$ cat config.mk
export PLATFORM = sky130hd
export DESIGN_NAME = core_dbus_bridge
export DESIGN_NICKNAME = d
export VERILOG_FILES = /design/src/rtl/core_dbus_bridge_pkg.sv /design/src/rtl/core_dbus_bridge_load_extend.sv /design/src/rtl/core_dbus_bridge.sv
export SDC_FILE = /design/constraint.sdc
export NUM_CORES = 1
export LEC_CHECK = 0
export ABC_AREA = 1
export CORE_AREA = 3 3 154 156
export DETAILED_ROUTE_END_ITERATION = 10
export DIE_AREA = 0 0 157 159
export PLACE_DENSITY = 0.83
export SLEW_MARGIN = 30
export SYNTH_ARGS = -nofsm -noshare
export SYNTH_HDL_FRONTEND = slang
export SYNTH_SLANG_ARGS = --single-unit
$ cat constraint.sdc
create_clock -name clock -period 15 [get_ports clock]
set_clock_uncertainty 0.15 [all_clocks]
set_input_delay 2.25 -clock clock [delete_from_list [all_inputs] [get_ports clock]]
set_output_delay 2.25 -clock clock [all_outputs]
set_load 0.005 [all_outputs]
$ cat src/rtl/core_dbus_bridge_pkg.sv
// Types and constants shared between the data-bus bridge and core_MEM.
// Holds the bridge state encoding, memory access-size codes and the alignment rule.
package structures;

   typedef enum logic [1:0] {
      IDLE = 2'd0,
      REQ  = 2'd1,
      RESP = 2'd2
   } dbus_state_t;

   localparam logic [1:0] MEM_TYPE_NONE   = 2'd0;
   localparam logic [1:0] MEM_TYPE_BYTE   = 2'd1;
   localparam logic [1:0] MEM_TYPE_WORD   = 2'd2;
   localparam logic [1:0] MEM_TYPE_DOUBLE = 2'd3;

   // Bytes may sit at any address; words need 4-byte and doublewords 8-byte alignment.
   function automatic logic is_misaligned(input logic [1:0] size, input logic [2:0] low);
      return ((size == MEM_TYPE_WORD)   && (low[1:0] != 2'b00)) ||
             ((size == MEM_TYPE_DOUBLE) && (low      != 3'b000));
   endfunction

endpackage

$ cat src/rtl/core_dbus_bridge_load_extend.sv
// Size and sign extension of right-aligned load data.
// This is purely combinational: a byte or word is zero- or sign-extended and a doubleword passes through.
module load_extend
   import structures::*;
(
   input  logic [63:0] i_data,
   input  logic [1:0]  i_size,
   input  logic        i_signed,
   output logic [63:0] o_data
);

   // NOTE: o_data gets a default before the case so that every path assigns it and no latch is inferred.
   always_comb begin
      o_data = i_data;
      case (i_size)
         MEM_TYPE_BYTE: o_data = {{56{i_signed & i_data[7]}},  i_data[7:0]};
         MEM_TYPE_WORD: o_data = {{32{i_signed & i_data[31]}}, i_data[31:0]};
         default:       o_data = i_data;
      endcase
   end

endmodule

$ cat src/rtl/core_dbus_bridge.sv
// MMIO bridge between the EX/MEM boundary and the peripheral data bus.
// It diverts window hits to a req/ack transaction and stalls the pipeline until that transaction completes.
module core_dbus_bridge
   import structures::*;
#(
   parameter logic [63:0] MMIO_BASE = 64'h0000_0000_FFFF_0000,
   parameter logic [63:0] MMIO_MASK = 64'hFFFF_FFFF_FFFF_0000,
   parameter int          TIMEOUT   = 16
) (
   input  logic        clock,
   input  logic        reset,
   input  logic [63:0] addr,
   input  logic [63:0] wdata,
   input  logic [1:0]  load_type,
   input  logic [1:0]  store_type,
   input  logic        load_signed,
   output logic        d_ready,
   output logic        d_valid,
   output logic [63:0] d_rdata,
   output logic        stall,
   output logic        bus_fault,
   output logic        bus_req,
   output logic        bus_we,
   output logic [63:0] bus_addr,
   output logic [63:0] bus_wdata,
   output logic [1:0]  bus_size,
   input  logic        bus_ack,
   input  logic        bus_err,
   input  logic [63:0] bus_rdata
);

   localparam int CW = (TIMEOUT > 2) ? $clog2(TIMEOUT) : 1;
   localparam logic [CW-1:0] LAST_WAIT = CW'(TIMEOUT - 1);

   dbus_state_t r_state, w_state_next;
   logic [63:0] r_addr, r_wdata, r_rdata;
   logic [1:0]  r_size;
   logic        r_we, r_signed, r_fault;
   logic [CW-1:0] r_count;

   logic        w_is_store, w_hit, w_misaligned;
   logic [1:0]  w_size;
   logic [63:0] w_ext;

   // A store takes precedence when both type fields are nonzero.
   assign w_is_store   = |store_type;
   assign w_size       = w_is_store ? store_type : load_type;
   assign w_hit        = (|load_type | |store_type) & ((addr & MMIO_MASK) == MMIO_BASE);
   assign w_misaligned = is_misaligned(w_size, addr[2:0]);

   // NOTE: state and latches update with non-blocking assignments so that every flop samples pre-edge values.
   always_ff @(posedge clock or posedge reset) begin
      if (reset) r_state <= IDLE;
      else       r_state <= w_state_next;
   end

   always_comb begin
      w_state_next = r_state;
      case (r_state)
         IDLE:    if (w_hit) w_state_next = w_misaligned ? RESP : REQ;
         REQ:     if (bus_err || bus_ack || (r_count == LAST_WAIT)) w_state_next = RESP;
         RESP:    w_state_next = IDLE;
         default: w_state_next = IDLE;
      endcase
   end

   always_ff @(posedge clock or posedge reset) begin
      if (reset) begin
         r_addr   <= '0;
         r_wdata  <= '0;
         r_rdata  <= '0;
         r_size   <= MEM_TYPE_NONE;
         r_we     <= 1'b0;
         r_signed <= 1'b0;
         r_fault  <= 1'b0;
         r_count  <= '0;
      end else begin
         case (r_state)
            IDLE: if (w_hit) begin
               r_addr   <= addr;
               r_wdata  <= wdata;
               r_size   <= w_size;
               r_we     <= w_is_store;
               r_signed <= load_signed;
               r_fault  <= w_misaligned;
               r_rdata  <= '0;
               r_count  <= '0;
            end
            // An error wins over a simultaneous ack.
            REQ: begin
               if (bus_err)                     r_fault <= 1'b1;
               else if (bus_ack)                r_rdata <= bus_rdata;
               else if (r_count == LAST_WAIT)   r_fault <= 1'b1;
               else                             r_count <= r_count + 1'b1;
            end
            default: ;
         endcase
      end
   end

   load_extend u_load_extend (
      .i_data   (r_rdata),
      .i_size   (r_size),
      .i_signed (r_signed),
      .o_data   (w_ext)
   );

   assign d_ready   = (r_state != IDLE) | w_hit;
   assign stall     = ((r_state == IDLE) & w_hit) | (r_state == REQ);
   assign d_valid   = (r_state == RESP) & ~r_we;
   assign d_rdata   = ((r_state == RESP) && !r_we && !r_fault) ? w_ext : '0;
   assign bus_fault = (r_state == RESP) & r_fault;

   // The bus sees only latched values, and it is quiet outside REQ.
   assign bus_req   = (r_state == REQ);
   assign bus_we    = bus_req & r_we;
   assign bus_addr  = bus_req ? r_addr  : '0;
   assign bus_wdata = bus_req ? r_wdata : '0;
   assign bus_size  = bus_req ? r_size  : MEM_TYPE_NONE;

endmodule
## After elaboration in Yosys (flattened, before gate mapping)

Cells that the tools add are included.

- Register bits: 203
- Input port bits: 201
- Output and inout port bits: 200
- Logic and storage cells: 82

- Add/subtract/negate cells: 1
- Equality and inequality tests: 16
- Mux-type cells: 24
- Bitwise logic cells: 11
- Reductions and logical operators: 21

Operators with widths:

| kind | number |
|---|---|
| 64-bit 2-to-1 mux | 6 |
| 64-bit one-hot mux with 2 select lines | 2 |
| 48-bit by 16-bit equality test with 1-bit output (second input constant) | 1 |
| 4-bit 2-to-1 mux | 4 |
| 2-bit 2-to-1 mux | 5 |
| 2-bit equality test (second input constant) | 4 |
| 2-bit inequality test (second input constant) | 4 |
| 4-bit one-hot mux with 2 select lines | 1 |
| 4-bit AND reduction | 2 |
| 1-bit AND | 7 |
| 2-bit nonzero test | 3 |
| 5-bit AND reduction | 1 |
| 4-bit by 1-bit adder with 4-bit output (second input constant) | 1 |
| 2-bit by 1-bit equality test with 1-bit output (second input constant) | 2 |
| 4-bit equality test (second input constant) | 1 |
| 1-bit logical AND | 4 |
| 1-bit 2-to-1 mux | 4 |
| 2-bit by 1-bit inequality test with 1-bit output (second input constant) | 2 |
| 2-bit one-hot mux with 2 select lines | 1 |
| 2-bit AND reduction | 2 |
| 2-bit OR reduction | 2 |
| 1-bit logical OR | 3 |
| 3-bit by 1-bit inequality test with 1-bit output (second input constant) | 1 |
| 3-bit by 2-bit inequality test with 1-bit output (second input constant) | 1 |
| other kinds (6) | 9 |

## Depth between registers and ports, before layout

- Depth in word-level cells: 8
- Depth in mapped cells: 11
- Mapped depth without buffers: 11

## Modules after synthesis

From an unflattened synthesis, not the netlist that was laid out.

- Cells, all modules: 1487
- Area total of the unflattened synthesis: 10745.3 µm²

Modules (own cells, without submodules):

| module | instances | cells each | area each (µm²) | sequential area each (µm²) |
|---|---|---|---|---|
| core_dbus_bridge | 1 | 1339 | 9849.4 | 5079.9 |
| load_extend | 1 | 148 | 895.9 | 0.0 |

## Worst setup path after synthesis

No wires, ideal clock.

- Path type: input -> output
- Start point: in addr[60]
- End point: out stall
- Arrival: 3.214 ns
- Path slack: 9.386 ns
- Stages: 9
- Buffers on the path: 2
- Cell sequence: nor2_1 -> nand2_1 -> nor2_1 -> nand2_1 -> nor2_1 -> nand3_2 -> buf_2 -> buf_2 -> nand2_1

- Cells in the longest elaborated chain, start to end: 4

Ends and longest elaborated chain:

| item | line | RTL |
|---|---|---|
| from (decl) | core_dbus_bridge.sv:12 | `input logic [63:0] addr,` |
| 48-bit by 16-bit equality test with 1-bit output | core_dbus_bridge.sv:48 | `assign w_hit = (\|load_type \| \|store_type) & ((addr & MMIO_MASK) == MMIO_BASE);` |
| 1-bit AND | core_dbus_bridge.sv:48 |  |
| 1-bit AND | core_dbus_bridge.sv:109 | `assign stall = ((r_state == IDLE) & w_hit) \| (r_state == REQ);` |
| 1-bit OR | core_dbus_bridge.sv:109 |  |
| to (decl) | core_dbus_bridge.sv:20 | `output logic stall,` |

No other way between the ends.

## Worst setup path in the final report

- Start point: in addr[16]
- End point: out stall

The elaborated chain is that of the path after synthesis.

==> results by group <==
Setup path
  – CP Data Arrival Time: 4.08 ns
  – Startpoint Class: input pin
  – Register-to-Register Path Depth: 7
  – R2R Path End: r_rdata[4]$_DFFE_PP0P_
  – Critical Path RT: around 13 ns
  – Crit. End Element: output port
  – R2R Path Start: r_state[1]$_DFFE_PP0P_
  – Critical path class: in -> out
  – Worst-path fanout max: 5
  – Reg2reg setup slack: ~12 ns

Clocking
  – Clk pin slew, worst setup/hold paths: 0.06 ns
  – CTS H-Tree Depth: 1
  – TritonCTS Buffers: 23
  – Clock Sinks: 203
  – CTS tree: yes
  – Hold_buf cts: 0
  – Root buffer cell: clkbuf_16
  – Resize count post-CTS: 0
  – Worst-skew pair later-pin latency: 0.51 ns
  – Post-CTS Setup Repair Bufs: 0
  – Max clock buf depth: 3

Logic synthesis
  – Syn_nets: 1658
  – #FFs+latches synth: 203
  – Mapped cell area: 10100 um^2
  – Gate Count Post-Synth: ~1.5k
  – Synth unique cells: 23
  – Syn avg cell area: ~7 um^2
  – Register area share after synthesis: 0.501
  – YS warnings: 0

Hold path
  – Worst hold path depth: 2
  – HP Class: reg -> reg
  – Worst hold path startpoint: r_addr[27]$_DFFE_PP0P_
  – Worst Hold End: r_addr[27]$_DFFE_PP0P_

Cells and area
  – Most frequent cells in the layout: clkdlybuf4s50_1 (400), nand2_1 (330), inv_1 (326)
  – Nets: roughly 2k
  – Commonest non-fill, non-tap cell in the layout: clkdlybuf4s50_1
  – P&R area growth vs syn: 47.9%
  – Layout cells sized above 1: 0.0286
  – Final cell count without fillers: 2107
  – Fillers: approximately 1.8k

Floorplanning
  – Core Region: 22500 um^2
  – Die footprint: around 25000 um^2
  – Die Y: 159 um
  – Initial core utilization: 0.450
  – FP Rows: 55
  – Die Width: between 150 and 200 um
  – IO Count: around 400

Global route
  – Vias in the first global route: 9917
  – Gr busiest metal: met2
  – Largest net degree at the start of global routing: 125
  – Grt ovf: 0
  – Antenna violations before repair: 1
  – Met1 Usage GRT: 0.281
  – Global-route wire length before repair: approximately 49000 um
  – GR Util met3: 0.0462
  – GRT met2 Usage: 0.405
  – Tot GR Track Use: 0.237

Timing
  – Count of final max-slew check failures: 0
  – Slew HR: 0.362
  – Final worst path period share: 0.432
  – Maximum clock frequency: 154 MHz
  – Worst Max-Slew Pin Slew: 0.951 ns
  – Setup TNS: 0 ns
  – Unrepaired setup endpoints after global routing: no
  – Tmin final: 6.48 ns
  – Setup violators final: 0
  – Fin. Hold Viols: 0

Placed design
  – Final GP Congestion: 0.901
  – Dpl cells: slightly above 2k
  – DP HPWL: 21200 um
  – IO Port Bufs: 400

Power and ir drop
  – Peak VDD IR: 0.0803 mV
  – Cell Pwr Density: 101 nW/um^2
  – P_leak: 7.26 nW

Drt
  – DRC: 0
  – DRT Pass-1 Iters: 5
  – Vias per cell: 4.69
  – DR iter-0 viols: 666
  – DR vias: 9889
  – Post-DR wirelength/cell: 14.3 um
  – Final wirelength: 30100 um
  – Antenna viol nets, final: 0

Job
  – Max-Cap Viols: 0

Status
  – Status: completed
-- power breakdown --
group	internal [W]	switching [W]	total [W]
Clock	0.000319	0.000229	0.000547
Sequential	0.000599	0.0000323	0.000631
Combinational	0.000149	0.000185	0.000333
Total	0.00107	0.000445	0.00151
-- area by class of cell --
type,instances,area (um^2),share of cell area
multi-input cells,842,3500,0.233
repair buffers,406,4070,0.271
well taps,285,357,0.0238
diodes,1,2.50,0.000167
clock inverters,6,48.8,0.00326
flip-flops and latches,203,5080,0.339
inverters,329,1240,0.0830
clock buffers,35,691,0.0461
-- metrics by stage --
stage / power, W / instance area [um^2] / util / worst slack [ns] / hold WS [ns]
3_5_place_dp: 0.000974 / 14200 / 0.633 / 8.54 / 0.290
3_3_place_gp: 0.000963 / 14200 / 0.631 / 8.52 / 0.283
2_1_floorplan: 0.000819 / 10100 / - / 7.06 / 0.273
6_report: 0.00151 / 15000 / 0.666 / 8.52 / 0.302
5_1_grt: 0.00159 / 15000 / 0.666 / 8.42 / 0.332
4_1_cts: 0.00153 / 15000 / 0.666 / 8.51 / 0.306
-- worst max path at each step --
stage,from,slack (ns),cells after the start,endpoint
floorplan,reset,7.06,1,r_addr[0]$_DFFE_PP0P_
global placement,addr[16],8.52,8,stall
detailed placement,addr[16],8.54,8,stall
CTS,addr[16],8.51,8,stall
global route,addr[17],8.42,8,stall
finish,addr[16],8.52,8,stall
-- sequential cells by signal, indices dropped and copies added (netlist names) --
name and cells:
r_count 4, r_size 2, r_signed 1, r_addr 64
r_rdata 64, r_we 1, r_fault 1, r_wdata 64
r_state 2
-- worst max-delay path, stage by stage --
cell and delay [ns]:
clkdlybuf4s50_1 0.46, nand2_1 0.05, nor3_1 0.24, nand2_1 0.09
nor2_1 0.19, nand3_4 0.16, nand2_1 0.10, clkdlybuf4s50_1 0.53
-- Yosys cell counts --
cell type	number	area, um^2
nand2_1	332	1250
inv_1	328	1230
nor2_1	305	1140
dfrtp_1	203	5080
nand3_1	76	380
o21ai_1	57	285
buf_2	45	225
clkbuf_1	29	109
o21ai_0	27	135
a21oi_1	25	125
buf_1	6	22.5
nor3_1	6	30.0
ha_1	3	37.5
nand2_2	2	12.5
or2_2	2	12.5
a21o_1	1	7.51
and2_1	1	6.26
clkinv_1	1	3.75
nand3_2	1	10.0
nand3b_1	1	7.51
nand4_1	1	6.26
nor3b_1	1	7.51
xor2_1	1	8.76
-- routing by layer --
layer  vias to the layer above  routed length, um
met2                       346              15000
met4                         0               1730
met5                         -                  0
met3                       104               1790
li1                       4902                  -
met1                      4537              11500
-- kinds of logic after synthesis --
family	after synthesis	share of synthesized area
fa+ha+maj	3	0.00370
compound gates	110	0.0546
simple gates	728	0.283
buf+inv	409	0.157
xor+xnor	1	0.000864
flops	203	0.501
Note: power is estimated with default switching activity, not from simulation.
